**config.mk**
```make
export PLATFORM = sky130hd
export DESIGN_NAME = pipe_scrambler_gen12
export DESIGN_NICKNAME = d
export VERILOG_FILES = /design/src/rtl/pcie_scr_pkg.sv /design/src/rtl/scr_byte_step.sv /design/src/rtl/pipe_scrambler_gen12.sv
export SDC_FILE = /design/constraint.sdc
export NUM_CORES = 1
export LEC_CHECK = 0
export BUFFER_PORTS_ARGS = -buffer_cell sky130_fd_sc_hd__buf_2
export CAP_MARGIN = 0
export CELL_PAD_IN_SITES_DETAIL_PLACEMENT = 2
export CELL_PAD_IN_SITES_GLOBAL_PLACEMENT = 2
export CORE_ASPECT_RATIO = 2
export CORE_UTILIZATION = 30
export DETAILED_ROUTE_END_ITERATION = 16
export GPL_TIMING_DRIVEN = 0
export PLACE_DENSITY = 0.77
export SLEW_MARGIN = 20
export SYNTH_ARGS = -nofsm -noshare
export SYNTH_HDL_FRONTEND = slang
export SYNTH_SLANG_ARGS = --single-unit
```
**constraint.sdc**
```tcl
create_clock -name clk_i -period 4 [get_ports clk_i]
set_input_delay 0.8 -clock clk_i [delete_from_list [all_inputs] [get_ports clk_i]]
set_output_delay 0.8 -clock clk_i [all_outputs]
set_load 0.005 [all_outputs]
```
**src/rtl/pcie_scr_pkg.sv**
```systemverilog
// Shared constants and LFSR helpers for the Gen1/Gen2 PCIe byte scrambler.
// Polynomial x^16+x^5+x^4+x^3+1, Galois form, seeded with all ones.
// The scrambler serialises LSB first, so keystream bit i of a byte is bit 15
// of the state after i shifts.
package pcie_scr_pkg;

  localparam logic [7:0]  ComSym   = 8'hBC;  // K28.5
  localparam logic [7:0]  SkpSym   = 8'h1C;  // K28.0
  localparam logic [15:0] LfsrPoly = 16'h0039;  // x^5 + x^4 + x^3 + 1 taps
  localparam logic [15:0] LfsrSeed = 16'hFFFF;

  // State after eight serial shifts.
  function automatic logic [15:0] lfsr_adv8(input logic [15:0] state);
    logic [15:0] s;
    s = state;
    for (int i = 0; i < 8; i++) begin
      s = {s[14:0], 1'b0} ^ (s[15] ? LfsrPoly : 16'h0000);
    end
    return s;
  endfunction

  // Eight keystream bits produced while advancing from the given state.
  function automatic logic [7:0] lfsr_key8(input logic [15:0] state);
    logic [15:0] s;
    logic [7:0]  key;
    s   = state;
    key = 8'h00;
    for (int i = 0; i < 8; i++) begin
      key[i] = s[15];
      s      = {s[14:0], 1'b0} ^ (s[15] ? LfsrPoly : 16'h0000);
    end
    return key;
  endfunction

endpackage

```
**src/rtl/scr_byte_step.sv**
```systemverilog
// Combinational single-symbol scrambler step.
// Ports:
//   state_i   - LFSR state seen by this symbol
//   byte_i    - input symbol
//   k_i       - K flag of the symbol
//   vld_i     - symbol is within the valid length of the word
//   scr_dis_i - suppress the data XOR (state still advances)
//   byte_o    - scrambled symbol (0 for invalid symbols)
//   state_o   - LFSR state handed to the next symbol
module scr_byte_step
  import pcie_scr_pkg::*;
#(
  parameter logic [7:0] COM_SYM = ComSym,
  parameter logic [7:0] SKP_SYM = SkpSym
) (
  input  logic [15:0] state_i,
  input  logic [7:0]  byte_i,
  input  logic        k_i,
  input  logic        vld_i,
  input  logic        scr_dis_i,
  output logic [7:0]  byte_o,
  output logic [15:0] state_o
);

  always_comb begin
    byte_o  = 8'h00;
    state_o = state_i;
    if (vld_i) begin
      if (k_i) begin
        byte_o = byte_i;
        if (byte_i == COM_SYM) begin
          state_o = LfsrSeed;
        end else if (byte_i == SKP_SYM) begin
          state_o = state_i;
        end else begin
          state_o = lfsr_adv8(state_i);
        end
      end else begin
        byte_o  = scr_dis_i ? byte_i : (byte_i ^ lfsr_key8(state_i));
        state_o = lfsr_adv8(state_i);
      end
    end
  end

endmodule

```
**src/rtl/pipe_scrambler_gen12.sv**
```systemverilog
// Parametrised Gen1/Gen2 PIPE transmit scrambler (also usable as descrambler).
// Ports:
//   clk_i            - clock, rising edge
//   rst_ni           - synchronous active-low reset
//   valid_i          - input word valid
//   indata_i         - BYTES symbols, byte 0 in [7:0] and first in time
//   datak_i          - per-byte K flags
//   data_len_i       - number of valid bytes minus one, packed from byte 0
//   scr_dis_i        - bypass the data XOR, LFSR still tracks
//   valid_o          - registered output valid
//   scrambled_data_o - registered scrambled symbols
//   datak_o          - registered K flags (masked to valid bytes)
//   data_len_o       - registered length
module pipe_scrambler_gen12
  import pcie_scr_pkg::*;
#(
  parameter int unsigned BYTES   = 4,
  parameter int unsigned LEN_W   = (BYTES > 1) ? $clog2(BYTES) : 1,
  parameter logic [7:0]  COM_SYM = ComSym,
  parameter logic [7:0]  SKP_SYM = SkpSym
) (
  input  logic               clk_i,
  input  logic               rst_ni,
  input  logic               valid_i,
  input  logic [8*BYTES-1:0] indata_i,
  input  logic [BYTES-1:0]   datak_i,
  input  logic [LEN_W-1:0]   data_len_i,
  input  logic               scr_dis_i,
  output logic               valid_o,
  output logic [8*BYTES-1:0] scrambled_data_o,
  output logic [BYTES-1:0]   datak_o,
  output logic [LEN_W-1:0]   data_len_o
);

  logic [15:0]        lfsr_q, lfsr_d;
  logic               valid_q, valid_d;
  logic [8*BYTES-1:0] data_q, data_d;
  logic [BYTES-1:0]   datak_q, datak_d;
  logic [LEN_W-1:0]   len_q, len_d;

  logic [BYTES-1:0]   byte_vld;
  logic [8*BYTES-1:0] step_data;
  logic [15:0]        chain_end;

  always_comb begin
    byte_vld = '0;
    for (int unsigned i = 0; i < BYTES; i++) begin
      byte_vld[i] = (i <= 32'(data_len_i));
    end
  end

  // Each stage sees the state left by the previous byte of the same word.
  for (genvar g = 0; g < BYTES; g++) begin : g_step
    logic [15:0] st_in;
    logic [15:0] st_out;

    if (g == 0) begin : g_first
      assign st_in = lfsr_q;
    end else begin : g_next
      assign st_in = g_step[g-1].st_out;
    end

    scr_byte_step #(
      .COM_SYM (COM_SYM),
      .SKP_SYM (SKP_SYM)
    ) u_step (
      .state_i   (st_in),
      .byte_i    (indata_i[8*g +: 8]),
      .k_i       (datak_i[g]),
      .vld_i     (byte_vld[g]),
      .scr_dis_i (scr_dis_i),
      .byte_o    (step_data[8*g +: 8]),
      .state_o   (st_out)
    );
  end

  assign chain_end = g_step[BYTES-1].st_out;

  always_comb begin
    valid_d = valid_i;
    data_d  = '0;
    datak_d = '0;
    len_d   = '0;
    lfsr_d  = lfsr_q;
    if (valid_i) begin
      data_d  = step_data;
      datak_d = datak_i & byte_vld;
      len_d   = data_len_i;
      lfsr_d  = chain_end;
    end
  end

  always_ff @(posedge clk_i) begin
    if (!rst_ni) begin
      lfsr_q  <= LfsrSeed;
      valid_q <= 1'b0;
      data_q  <= '0;
      datak_q <= '0;
      len_q   <= '0;
    end else begin
      lfsr_q  <= lfsr_d;
      valid_q <= valid_d;
      data_q  <= data_d;
      datak_q <= datak_d;
      len_q   <= len_d;
    end
  end

  assign valid_o          = valid_q;
  assign scrambled_data_o = data_q;
  assign datak_o          = datak_q;
  assign data_len_o       = len_q;

endmodule

```
* Word-level counts from Yosys, hierarchy flattened
Index checks and enable logic that the tools add are counted.
** Word-level totals
- Bits in registers :: 55
- Output and inout bits :: 39
** Operators by class
- Order comparisons :: 3
- Equality and inequality tests :: 8
- Muxes and demuxes :: 55
- Bitwise gates (word level) :: 37
- Reductions and logical operators :: 4
** Operators by type and width (number)
- $xor A16 B16 Y16 :: 29
- $mux W16 :: 15
- $mux W6 :: 32
- $mux W8 :: 8
- $xor A16 B6 Y16 :: 3
- $eq A8 B5 Y1 const B :: 4
- $eq A8 B8 Y1 const B :: 4
- $xor A8 B8 Y8 :: 4
- $reduce_and A3 Y1 :: 3
- $and A4 B4 Y4 :: 1
- $le A2 B2 Y1 const A :: 2
- $le A1 B2 Y1 const A :: 1
- $reduce_and A2 Y1 :: 1

* Longest topological paths before layout
Gate-level depths: netlist (run 1).
- Depth after elaboration :: 79
- Gate-level depth with buffers :: 15
- Depth with buffers taken out :: 12

* Cells and area by module
From an unflattened synthesis (run 1), not the netlist that was laid out.
** Second synthesis, totals
- Cells, all modules :: 553
- Area, all modules :: 4770.8 um^2
** By module, submodules not included
- scr_byte_step :: times used 4, cells each 103, area each 778.2 um^2, sequential area each 0.0 um^2
- pipe_scrambler_gen12 :: times used 1, cells each 141, area each 1657.8 um^2, sequential area each 1101.1 um^2

* Worst setup path before layout (run 1)
No wires, ideal clock.
- Path kind :: input port to flip-flop
- From :: input indata_i[0]
- To :: register lfsr_q[5] (netlist: g_step[0].st_in[5])
- Arrival time :: 3.778 ns
- Required time :: 3.914 ns
- Setup slack :: 0.136 ns
- Cell stages on the path :: 14
- Buffers on the path :: 2
- Cell sequence :: nand4bb_1 buf_2 or4_4 buf_6 o31a_4 xor2_1 o22ai_4 or3_1 a21oi_1 nor3_4 xnor2_2 xor2_1 xnor2_1 a221oi_2
** Between the ends
- Word-level cells in the longest chain between the ends :: 43
- Elaborated cells between the ends (all ways) :: 61
- Those cells by class :: 2 x eq/ne; 35 x mux; 24 x bitwise
** Ends and longest elaborated chain
- from (decl) :: RTL line pipe_scrambler_gen12.sv:25 : input logic [8*BYTES-1:0] indata_i,
- $eq A8 B5 Y1 :: RTL line scr_byte_step.sv:33 : end else if (byte_i == SKP_SYM) begin
- $mux W16 :: RTL line scr_byte_step.sv:33
- $mux W16 * :: RTL line scr_byte_step.sv:31 : if (byte_i == COM_SYM) begin
- $mux W16 * :: RTL line scr_byte_step.sv:29 : if (k_i) begin
- $mux W6 or $xor A16 B16 Y16 (tied branches) :: RTL line pcie_scr_pkg.sv:17 : s = {s[14:0], 1'b0} ^ (s[15] ? LfsrPoly : 16'h0000);
- $xor A16 B16 Y16 or $mux W6 (tied branches) :: RTL line pcie_scr_pkg.sv:17
- $xor A16 B16 Y16 (6 in series) :: RTL line pcie_scr_pkg.sv:17
- $xor A16 B16 Y16
- [... 20 more ...]
- $xor A16 B16 Y16 (3 in series) :: RTL line pcie_scr_pkg.sv:17
- $mux W6 or $xor A16 B16 Y16 (tied branches) :: RTL line pcie_scr_pkg.sv:17
- $xor A16 B16 Y16 or $mux W6 (tied branches)
- $xor A16 B16 Y16 :: RTL line pcie_scr_pkg.sv:17
- $mux W16 :: RTL line scr_byte_step.sv:33
- $mux W16 :: RTL line scr_byte_step.sv:31
- $mux W16 :: RTL line scr_byte_step.sv:29
- $mux W16 * :: RTL line scr_byte_step.sv:28 : if (vld_i) begin
- to (signal assigned) :: RTL line pipe_scrambler_gen12.sv:95 : lfsr_q <= LfsrSeed;
- to (signal assigned) :: RTL line pipe_scrambler_gen12.sv:101 : lfsr_q <= lfsr_d;
- to (decl) :: RTL line pipe_scrambler_gen12.sv:35 : logic [15:0] lfsr_q, lfsr_d;
Every way passes the cells marked *; elsewhere a longest branch is shown, timed or not.
A chain may end at the register's enable or synchronous reset.

* Worst setup path after layout (run 1)
- From :: input indata_i[7]
- To :: register lfsr_q[12] (netlist: g_step[0].st_in[12])
** Between the ends
- Word-level cells in the longest chain between the ends :: 42
- Elaborated cells between the ends (all ways) :: 54
- Those cells by class :: 2 x eq/ne; 28 x mux; 24 x bitwise
** Ends and longest elaborated chain (RTL line)
- $eq A8 B5 Y1 :: scr_byte_step.sv:33
- $mux W16 :: scr_byte_step.sv:33
- $mux W16 * :: scr_byte_step.sv:31
- $mux W16 * :: scr_byte_step.sv:29
- $mux W6 or $xor A16 B16 Y16 (tied branches) :: pcie_scr_pkg.sv:17
- $xor A16 B16 Y16 or $mux W6 (tied branches) (5 in series) :: pcie_scr_pkg.sv:17
- $xor A16 B16 Y16 (2 in series) :: pcie_scr_pkg.sv:17
- $xor A16 B16 Y16
- [... 17 more ...]
- $xor A16 B6 Y16 :: pcie_scr_pkg.sv:17
- $xor A16 B16 Y16 :: pcie_scr_pkg.sv:17
- $xor A16 B6 Y16 :: pcie_scr_pkg.sv:17
- $xor A16 B16 Y16 (5 in series) :: pcie_scr_pkg.sv:17
- $mux W16 :: scr_byte_step.sv:33
- $mux W16 :: scr_byte_step.sv:31
- $mux W16 :: scr_byte_step.sv:29
- $mux W16 * :: scr_byte_step.sv:28
Marked as above.

==> results.md, run 1 <==
- Critical R2R Capture: g_step[0].st_in[9]$_SDFFE_PN1P_
- Max_cap viols: 0
- Number of synthesized flops with an enable pin: 0
- Status: finished, violations left
- Worst-Margin Slew: 1158 ps
- Syn Inst Count: 495
- Drt pass-1 iters: 12
- TritonCTS clock tree: yes
- IO buf count: 78
- Total wire length: 18.21 mm
- Largest net degree at the start of global routing: 17
- Met3 usage: 2.612%
- Gpl congestion: 0.8836
- Core area: 13440 um2
- Clock slew at reported path FFs: 80 ps
- Hold depth: 2
- Number of remaining DRC errors: 1
- Grt met2 use: 47.15%
- Final Max Slew Viols: 0
- Synth area leaders: dfxtp_1 (27%), xnor2_1 (14%), xor2_1 (9.1%)
- Via Count: 4276
- Post-route setup slack: -32.39 ps
- Via count of the first global-routing pass: 4692
- Layout fillers: around 1.6k
- Die area: 14230 um2
- Hold Crit Class: flip-flop to flip-flop
- Final period util: 100.8%
- Grt total ovfl: 0
- CTS root buf: clkbuf_16
- Chip height: ~170 um
- Final worst path period need: between 4000 and 5000 ps
- GRT Util Overall: a little under a quarter
- Largest fanout on the critical path: 10
- Syn_nets: ~540
- Initial antenna violation count: 0
- Reg2reg setup slack: 290 ps
- Final Core Density: 39.76%
- # setup viols final: 1
- Reg2reg start: g_step[0].st_in[12]$_SDFFE_PN1P_
- FF-to-FF path depth: 14
- Slew Limit Headroom: 22.83%
- CP startpoint kind: input port
- Reg area: roughly 1100 um2
- Avg Vias per Cell: 5.612
- Busiest layer in global routing: met2
- F_max: 0.2480 GHz
- Number of nets in the layout: 648
- Syn Area/Cell: roughly 8.3 um2
- Post-Syn Area: 4120 um2
- Place WS: -894.6 ps
- Post-synth top area cell: dfxtp_1
- Longest Clk Path Bufs: 2
- Nature of the critical path endpoint: flip-flop
- Min-delay src: g_step[0].st_in[2]$_SDFFE_PN1P_
- Register area share after synthesis: about a quarter
- Initial DRC count: 223
- Unique cell type count in the Yosys netlist: 79
- Failing checks: DRC, setup timing
- First-pass GRT wire length: 25.29 mm
- Clk Latency, worst-skew pair: 310 ps
- P&R area growth vs syn: 29.67%
- Row cnt: 60
- Flops & latches, synth: 55
- YS warnings: 0
- Final hold vios: 0
- Synth top area share: 26.72%
- Cts bufs inserted: 5
- DP HPWL: 12.89 mm
- Wire per inst: 23.90 um
- Ys flop type: dfxtp_1
- Initial Utilization: 30.66%
- # IOs: 81
- Worst clock skew: 7.160 ps
- Antenna Nets Post-Route: 0
- Ant. Diodes: 0
- Arr. time, crit path: 4190 ps
- Post-synth top cells: nor2_1 (64), xnor2_1 (64), dfxtp_1 (55), nand2_1 (46), xor2_1 (43)
- H-Tree Level Count: 2
- WS Path Type: input port to flip-flop
- Hold path endpoint: g_step[0].st_in[2]$_SDFFE_PN1P_
- Ys async rst share: 0%
- Critical Path RT: 4160 ps
- RSZ-0062 raised after global routing: true
- Hold_buf cts: 0
- CTS Sinks: 55
- Met1 Track Usage GR: between 10% and 20%
- Share of layout cells above drive strength 1: 29.49%
- Multi-input gate area: 3098 um2
- Die W: about 85 um
-- how the worst max path moves through the flow --
stage | startpoint | to | slack (ps) | cells after the start
floorplan | indata_i[0] | g_step[0].st_in[5]$_SDFFE_PN1P_ | 140 | 14
global placement | indata_i[6] | g_step[0].st_in[9]$_SDFFE_PN1P_ | -850 | 14
detailed placement | indata_i[6] | g_step[0].st_in[9]$_SDFFE_PN1P_ | -890 | 14
CTS | indata_i[0] | g_step[0].st_in[9]$_SDFFE_PN1P_ | -70 | 14
global route | indata_i[0] | g_step[0].st_in[0]$_SDFFE_PN1P_ | -90 | 14
finish | indata_i[7] | g_step[0].st_in[12]$_SDFFE_PN1P_ | -30 | 15
-- layer usage --
metal  share of wire (%)  wire length (um)
met4                 9.1              1665
met3                 2.9               531
met2                  57             10290
met5                   0                 0
met1                  31              5722
-- cells by family after synthesis --
family                 after synthesis  share of synthesized area, %
AND/OR/NAND/NOR                    169                         19.53
AO/OA/AOI/OAI                      115                         23.72
XOR/XNOR                           114                         25.81
flip-flops                          55                         26.72
buffers and inverters               42                         4.221
-- worst max-delay path, stage by stage --
cell	delay, ps
buf_2	90
buf_2	210
nor2b_1	400
clkbuf_2	400
and2_1	240
a221oi_4	60
buf_4	180
xor2_1	170
xor2_1	190
a22oi_2	350
xor2_1	210
xnor2_1	90
o22ai_1	460
xor2_1	240
a21oi_1	100
-- registers in the layout, summed over array words and instances, names as in the netlist --
signal            flops
scrambled_data_o     32
valid_o               1
datak_o               4
data_len_o            2
g_step.st_in         16
-- area by class of cell --
| cell class | instances | area share, % |
|---|---|---|
| multi-input combinational | 398 | 57.99 |
| sequential | 55 | 20.61 |
| timing repair buffer | 104 | 11.19 |
| tap | 155 | 3.630 |
| buffer | 31 | 2.974 |
| clock buffer | 7 | 2.670 |
| inverter | 11 | 0.7728 |
| clock inverter | 1 | 0.1639 |
-- per-stage QoR --
step           setup TNS (ps)  instance area, um2  instances  hold WS [ps]
2_1_floorplan               0                4120        495         462.6
3_3_place_gp            -6009                4705        728         484.6
3_5_place_dp            -7856                4710        728         502.5
4_1_cts                -180.9                4996        743         556.3
5_1_grt                -424.2                5343        762         572.5
6_report               -32.39                5343        762         548.5
-- cells in the final DEF (no fill, tap or decap), types with 3 or more instances in the layout --
cell and count:
a21oi_1 14, a22o_1 3, a22oi_1 3, a22oi_2 5, and3_1 3, buf_2 81, buf_4 26, buf_6 4
clkbuf_1 18, clkbuf_16 5, clkbuf_2 4, dfxtp_1 55, inv_1 11, nand2_1 46, nand2b_1 5, nand3_1 7
nor2_1 64, nor2b_1 4, nor3_1 12, o21ai_0 9, o21ai_1 5, o21ai_4 4, o22ai_1 12, o22ai_4 3
o31a_1 6, o31ai_1 3, o31ai_4 4, o32a_1 3, o41ai_2 3, or3_1 4, xnor2_1 61, xnor2_2 6
xor2_1 41
-- repair_timing --
item                       in CTS  in global routing
gates resized for setup        16                 42
setup endpoints to repair      11                 14
pin swaps                       3                 21
setup buffers                   7                 19
Power of run 1 is left out: the tool's default activity adds up to more than one toggle a clock period on the data nets, which glitch-free logic cannot reach.
==> run 2: changes to the inputs <==
- CELL_PAD_IN_SITES_DETAIL_PLACEMENT: 2 -> default
- CELL_PAD_IN_SITES_GLOBAL_PLACEMENT: 2 -> default
- CORE_UTILIZATION: 30 -> 51
==> results.md, run 2 (synthesized netlist as in run 1, its figures left out) <==
- Share of layout cells above drive strength 1: 27.32% (was 29.49%)
- CP max-delay cell: or4_4 (was o22ai_1)
- Met1 Track Usage GR: 29.10% (was 19.85%)
- Die W: 65.56 um (was 84.87 um)
- Worst clock skew: 15.16 ps (was 7.160 ps)
- Antenna Nets Post-Route: 0 (unchanged)
- IO buf count: 78 (unchanged)
- CTS Sinks: 55 (unchanged)
- Chip height: 129.1 um (was 167.7 um)
- Layout fillers: 666 (was 1551)
- Status: complete, no violations (was finished, violations left)
- Hold Crit Class: flip-flop to flip-flop (unchanged)
- Clock slew at reported path FFs: 70 ps (was 80 ps)
- Grt met2 use: 57.43% (was 47.15%)
- Max_cap viols: 0 (unchanged)
- Total wire length: 12.92 mm (was 18.21 mm)
- Slew Limit Headroom: 29.86% (was 22.83%)
- Drt pass-1 iters: 5 (was 12)
- Worst-Margin Slew: 1046 ps (was 1158 ps)
- # setup viols final: 0 (was 1)
- CP delay by family, top: compound AO/OA/AOI/OAI gates (unchanged)
- Arr. time, crit path: 4140 ps (was 4190 ps)
- Final Core Density: 65.00% (was 39.76%)
- Clk Latency, worst-skew pair: 310 ps (about the same)
- Gpl congestion: 0.9304 (was 0.8836)
- DP HPWL: 9.847 mm (was 12.89 mm)
- CP peak stage delay: 490 ps (was 460 ps)
- P&R area growth vs syn: 24.39% (was 29.67%)
- Initial Utilization: 52.25% (was 30.66%)
- Critical-path cell list: buf_2 -> nand4bb_1 -> buf_2 -> or4_4 -> buf_6 -> o31a_4 -> xor2_4 -> o22ai_4 -> buf_4 -> xor2_1 -> xnor2_1 -> xnor2_1 -> o21ai_1 -> o21ai_1 -> o32a_1 (was buf_2 -> buf_2 -> nor2b_1 -> clkbuf_2 -> and2_1 -> a221oi_4 -> buf_4 -> xor2_1 -> xor2_1 -> a22oi_2 -> xor2_1 -> xnor2_1 -> o22ai_1 -> xor2_1 -> a21oi_1)
- # IOs: 81 (unchanged)
- Post-DP Area: 4636 um2 (was 4710 um2)
- Hold_buf cts: 0 (unchanged)
- CP startpoint kind: input port (unchanged)
- Nature of the critical path endpoint: flip-flop (unchanged)
- Initial DRC count: 201 (was 223)
- F_max: 0.2536 GHz (was 0.2480 GHz)
- Wire per inst: 18.45 um (was 23.90 um)
- WS Path Type: input port to flip-flop (unchanged)
- CTS root buf: clkbuf_16 (unchanged)
- Most frequent cells in the layout: buf_2 (84), nor2_1 (64), xnor2_1 (62) (was buf_2 (81), nor2_1 (64), xnor2_1 (61))
- Die area: 8464 um2 (was 14230 um2)
- Final worst path period need: 3943 ps (was 4032 ps)
- Avg Vias per Cell: 5.900 (was 5.612)
- Cts bufs inserted: 5 (unchanged)
- Core area: 7885 um2 (was 13440 um2)
- TritonCTS clock tree: yes (unchanged)
- Initial antenna violation count: 0 (unchanged)
- Busiest layer in global routing: met2 (unchanged)
- First-pass GRT wire length: 19.90 mm (was 25.29 mm)
- H-Tree Level Count: 2 (unchanged)
- Via Count: 4130 (was 4276)
- Largest net degree at the start of global routing: 18 (was 17)
- Most common cell after layout, fill and taps aside: buf_2 (unchanged)
- Number of nets in the layout: 645 (was 648)
- GRT Util Overall: 31.21% (was 23.52%)
- Finished Cell Area: 5125 um2 (was 5343 um2)
- Met3 usage: 3.697% (was 2.612%)
- Via count of the first global-routing pass: 4114 (was 4692)
- Max FFs per register: 32 (unchanged)
- Number of remaining DRC errors: 0 (was 1)
- Longest Clk Path Bufs: 2 (unchanged)
- Final period util: 98.58% (was 100.8%)
- Row cnt: 46 (was 60)
- WP buf/inv: 4 (unchanged)
- Ant. Diodes: 0 (unchanged)
- Final hold vios: 0 (unchanged)
- Largest fanout on the critical path: 10 (unchanged)
- Critical Path RT: 4200 ps (was 4160 ps)
- Grt total ovfl: 0 (unchanged)
- Final Max Slew Viols: 0 (unchanged)
## run 2: cell types whose count changed in the layout (fill, tap and decap cells not counted), sizes merged
cell,change
clkinv,-1
clkbuf,-1
inv,+1
buf,-3
bufinv,+1
## run 2: area by class of cell
class	count	area, um2	area share [%]
multi-input cells	398	2995	58.45
flip-flops and latches	55	1101	21.48
repair buffers	101	563.0	10.99
plain buffers	31	136.4	2.661
clock buffers	6	128.9	2.515
well taps	96	120.1	2.344
inverters	11	41.29	0.8057
clock inverters	2	38.79	0.7568
## run 2: final timing paths
path	startpoint	end	slack [ps]	cells after the start
worst min register to register	g_step[0].st_in[6]$_SDFFE_PN1P_	g_step[0].st_in[6]$_SDFFE_PN1P_	500	1
worst max-delay path	indata_i[0]	g_step[0].st_in[15]$_SDFFE_PN1P_	60	15
worst min-delay path	g_step[0].st_in[6]$_SDFFE_PN1P_	g_step[0].st_in[6]$_SDFFE_PN1P_	500	1
worst max register to register	g_step[0].st_in[14]$_SDFFE_PN1P_	g_step[0].st_in[12]$_SDFFE_PN1P_	560	12
## run 2: what timing repair did
action	in CTS	in global routing
pin swaps	3	10
endpoints found under the setup margin	4	9
setup buffers	7	16
gates resized for setup	1	26
## run 2: worst register-to-register path, cell delays in order (launching register included)
cell and delay [ps]:
dfxtp_1 320, clkbuf_1 370, xnor3_1 360, and2_1 210
a221oi_4 380, xor2_1 230, xor2_1 120, a22oi_2 330
xor2_1 220, xnor2_1 100, o22ai_1 380, xor2_1 200
a21oi_1 80
## run 2: routing by layer
| metal | wire length (um) | up-vias |
|---|---|---|
| met5 | 0 | - |
| met4 | 1054 | 0 |
| li1 | - | 1940 |
| met3 | 437 | 69 |
| met2 | 7127 | 168 |
| met1 | 4298 | 1953 |
## run 2: metrics by stage
| step | TNS (ps) | cells | hold WS, ps | worst slack [ps] |
|---|---|---|---|---|
| after global routing | -68.94 | 700 | 522.1 | -27.46 |
| after CTS | 0 | 684 | 504.3 | 14.30 |
| after global placement | -2396 | 669 | 479.2 | -580.2 |
| final | 0 | 700 | 504.9 | 56.71 |
| after floorplan | 0 | 495 | 462.6 | 135.6 |
| after detailed placement | -2896 | 669 | 486.3 | -617.2 |
Power of run 2 is left out for the same reason.
==> run 3: changes to the inputs <==
- ABC_AREA: default -> 1
- CORE_UTILIZATION: 51 -> 53
- SETUP_SLACK_MARGIN: default -> 0.05
==> results.md, run 3 <==
- Status: complete, no violations (unchanged)
- Most frequent cells in the layout: nand2_1 (299), nand3_1 (105), inv_1 (87), buf_2 (87), dfxtp_1 (55) (was buf_2 (84), nor2_1 (64), xnor2_1 (62))
- Min-delay src: g_step[0].st_in[3]$_SDFFE_PN1P_ (was g_step[0].st_in[6]$_SDFFE_PN1P_)
- Total wire length: 16.48 mm (was 12.92 mm)
- Die area: 10590 um2 (was 8464 um2)
- Number of remaining DRC errors: 0 (unchanged)
- Via count of the first global-routing pass: 5526 (was 4114)
- Max VDD drop: between 200 and 300 uV
- Finished Cell Area: 6093 um2 (was 5125 um2)
- Post-CTS sizing: 0 (was 1)
- # setup viols final: 0 (unchanged)
- Initial DRC count: 447 (was 201)
- Largest net degree at the start of global routing: 19 (was 18)
- Wire per inst: 14.72 um (was 18.45 um)
- Clock slew at reported path FFs: 80 ps (was 70 ps)
- Ys async rst share: 0% (unchanged)
- Post-Layout Cell Count: 1120 (was 700)
- Most common cell on crit path: nand3_1
- IO buf count: 79 (was 78)
- Nature of the critical path endpoint: flip-flop (unchanged)
- Synth area leaders: nand2_1 (21%), dfxtp_1 (20%), nand3_1 (9.8%) (was dfxtp_1 (27%), xnor2_1 (14%), xor2_1 (9.1%))
- RSZ-0062 raised after global routing: false
- Syn Inst Count: 901 (was 495)
- Placed cells: 1112 (was 669)
- First-pass GRT wire length: 25.84 mm (was 19.90 mm)
- Post-Syn Area: 5383 um2 (was 4120 um2)
- Worst clock skew: 7.119 ps (was 15.16 ps)
- Post-CTS setup buffer count: 0 (was 7)
- Critical Path RT: 4200 ps (about the same)
- Post-synth top cells: nand2_1 (299), nand3_1 (105), inv_1 (87), dfxtp_1 (55), a21oi_1 (54) (was nor2_1 (64), xnor2_1 (64), dfxtp_1 (55), nand2_1 (46), xor2_1 (43))
- Flops & latches, synth: 55 (unchanged)
- Reg2reg start: g_step[0].st_in[15]$_SDFFE_PN1P_ (was g_step[0].st_in[14]$_SDFFE_PN1P_)
- Register area share after synthesis: 20.46% (was 26.72%)
- CP max-delay cell: nand3_1 (was or4_4)
- Core area: 9827 um2 (was 7885 um2)
- YS warnings: 0 (unchanged)
- CTS root buf: clkbuf_16 (unchanged)
- CP delay by family, top: simple AND/OR/NAND/NOR gates (was compound AO/OA/AOI/OAI gates)
- CTS Sinks: 55 (unchanged)
- Longest Clk Path Bufs: 2 (unchanged)
- Syn_nets: 943 (was 537)
- Reg2reg setup slack: 1140 ps (was 560 ps)
- Slew Limit Headroom: 55.96% (was 29.86%)
- Grt total ovfl: 0 (unchanged)
- F_max: 0.3169 GHz (was 0.2536 GHz)
- Final hold vios: 0 (unchanged)
- Cts bufs inserted: 5 (unchanged)
- Final worst path period need: 3156 ps (was 3943 ps)
- Max_cap viols: 0 (unchanged)
- Hold Crit Class: flip-flop to flip-flop (unchanged)
- H-Tree Level Count: 2 (unchanged)
- P&R area growth vs syn: 13.20% (was 24.39%)
- Gpl congestion: 0.9908 (was 0.9304)
- Critical R2R Capture: g_step[0].st_in[11]$_SDFFE_PN1P_ (was g_step[0].st_in[12]$_SDFFE_PN1P_)
- Initial Utilization: 54.77% (was 52.25%)
- Final period util: 78.90% (was 98.58%)
- Number of nets in the layout: 1029 (was 645)
- WS Path Type: input port to flip-flop (unchanged)
- Max FFs per register: 32 (unchanged)
- DP HPWL: 13.11 mm (was 9.847 mm)
- Antenna Nets Post-Route: 0 (unchanged)
- Leakage power: between 0.003 and 0.004 uW
- Final Max Slew Viols: 0 (unchanged)
- Ant. Diodes: 0 (unchanged)
- Most common cell after layout, fill and taps aside: nand2_1 (was buf_2)
- Critical path endpoint: g_step[0].st_in[11]$_SDFFE_PN1P_ (was g_step[0].st_in[15]$_SDFFE_PN1P_)
- Most common cell in the netlist: nand2_1
- PwrDens: 449.1 nW/um2
- Hold_buf cts: 0 (unchanged)
- WP depth: 22 (was 15)
- Place WS: 619.0 ps (was -617.2 ps)
- Post-synth top area cell: nand2_1 (was dfxtp_1)
- Critical-path cell list: buf_2 -> nor2_1 -> nand2_2 -> nor2_4 -> buf_6 -> nand3_1 -> nand3_1 -> nand2_1 -> nand3_1 -> nand3_1 -> nand2_2 -> nand2_4 -> inv_2 -> nand2_1 -> nand3_1 -> nand2_1 -> o21ai_0 -> nand3_1 -> nand3_1 -> nand3_1 -> nand2_1 -> nand2_1 (was buf_2 -> nand4bb_1 -> buf_2 -> or4_4 -> buf_6 -> o31a_4 -> xor2_4 -> o22ai_4 -> buf_4 -> xor2_1 -> xnor2_1 -> xnor2_1 -> o21ai_1 -> o21ai_1 -> o32a_1)
- Worst-Margin Slew: 658.2 ps (was 1046 ps)
- TritonCTS clock tree: yes (unchanged)
- Chip height: 144.5 um (was 129.1 um)
- # IOs: 81 (unchanged)
- CP startpoint kind: input port (unchanged)
- Number of synthesized flops with an enable pin: 0 (unchanged)
- Unique cell type count in the Yosys netlist: 44 (was 79)
- Share of layout cells above drive strength 1: 21.15% (was 27.32%)
- Ys flop type: dfxtp_1 (unchanged)
- Row cnt: 51 (was 46)
- Fin Setup TNS: 0 ps (unchanged)
- Drt pass-1 iters: 5 (unchanged)
- GRT Util Overall: 31.89% (was 31.21%)
- Post-DP Area: 5943 um2 (was 4636 um2)
- Final Core Density: 62.01% (was 65.00%)
- Syn Area/Cell: 5.974 um2 (was 8.324 um2)
- WP buf/inv: 3 (was 4)
- Post-route setup slack: 844.0 ps (was 56.71 ps)
- Arr. time, crit path: 3360 ps (was 4140 ps)
- Clk Latency, worst-skew pair: 300 ps (was 310 ps)
- FF-to-FF path depth: 23 (was 12)
- Largest fanout on the critical path: 10 (unchanged)
- Die W: 73.26 um (was 65.56 um)
- Via Count: 6097 (was 4130)
- Initial antenna violation count: 0 (unchanged)
- Critical path startpoint: indata_i[1] (was indata_i[0])
- CP peak stage delay: 210 ps (was 490 ps)
- Avg Vias per Cell: 5.444 (was 5.900)
- Synth top area share: 20.85% (was 26.72%)
run 3: worst register-to-register path: stages (launching register included):
cell,delay [ps]
dfxtp_1,310
buf_2,210
inv_1,120
nand2_1,90
nand2_1,50
nand2_1,70
nand2_1,50
nand2_1,60
nand3_2,60
nand2_2,200
xor2_1,220
inv_1,60
nand2_1,80
nand3_1,100
nand2_2,150
nand2_1,70
nand3_1,80
nand2_1,50
o21ai_0,210
nand3_1,160
nand3_1,130
nand3_1,110
nand2_1,80
nand2_1,40
run 3: cells by family after synthesis:
group / after synthesis / synth area share [%]
AND/OR/NAND/NOR: 560 / 51.23
buffers and inverters: 128 / 9.903
AO/OA/AOI/OAI: 120 / 12.23
flip-flops: 55 / 20.46
XOR/XNOR: 38 / 6.183
run 3: where the power goes:
part,internal (uW),switching [uW],leakage [uW],total [uW]
Combinational,535,1130,0.00276,1660
Clock,236,231,0.0000700,467
Sequential,585,20.9,0.000452,606
run 3: worst min-delay path by stage:
| stage | to | slack, ps | depth (start not counted) |
|---|---|---|---|
| after floorplan | g_step[0].st_in[4]$_SDFFE_PN1P_ | 480 | 2 |
| after global routing | g_step[0].st_in[4]$_SDFFE_PN1P_ | 580 | 2 |
| after CTS | g_step[0].st_in[3]$_SDFFE_PN1P_ | 550 | 2 |
| after global placement | g_step[0].st_in[3]$_SDFFE_PN1P_ | 520 | 2 |
| after detailed placement | g_step[0].st_in[3]$_SDFFE_PN1P_ | 530 | 2 |
| final | g_step[0].st_in[3]$_SDFFE_PN1P_ | 560 | 2 |
run 3: metal layers:
| layer | vias to the layer above | global-route usage (%) | share of wire (%) |
|---|---|---|---|
| met1 | 2749 | 32.50 | 36 |
| met5 | - | 0 | 0 |
| met3 | 63 | 1.882 | 3.6 |
| met2 | 228 | 60.53 | 54 |
| met4 | 0 | 20.43 | 6.6 |
| li1 | 3057 | - | - |
run 3: area by class of cell:
cell class / instances / area (um2)
inverters: 108 / 410.4
clock inverters: 3 / 25.02
repair buffers: 79 / 395.4
multi-input cells: 718 / 3749
flip-flops and latches: 55 / 1101
clock buffers: 5 / 125.1
well taps: 132 / 165.2
plain buffers: 20 / 122.6
fillers: 1058 / 3734
run 3: metrics by stage:
step	power [uW]	hold slack (ps)
after global placement	2222	522.5
after detailed placement	2239	526.9
final	2737	557.1
after global routing	2921	577.3
after CTS	2709	549.4
after floorplan	1849	483.6
Note: power is estimated with default switching activity, not from simulation.
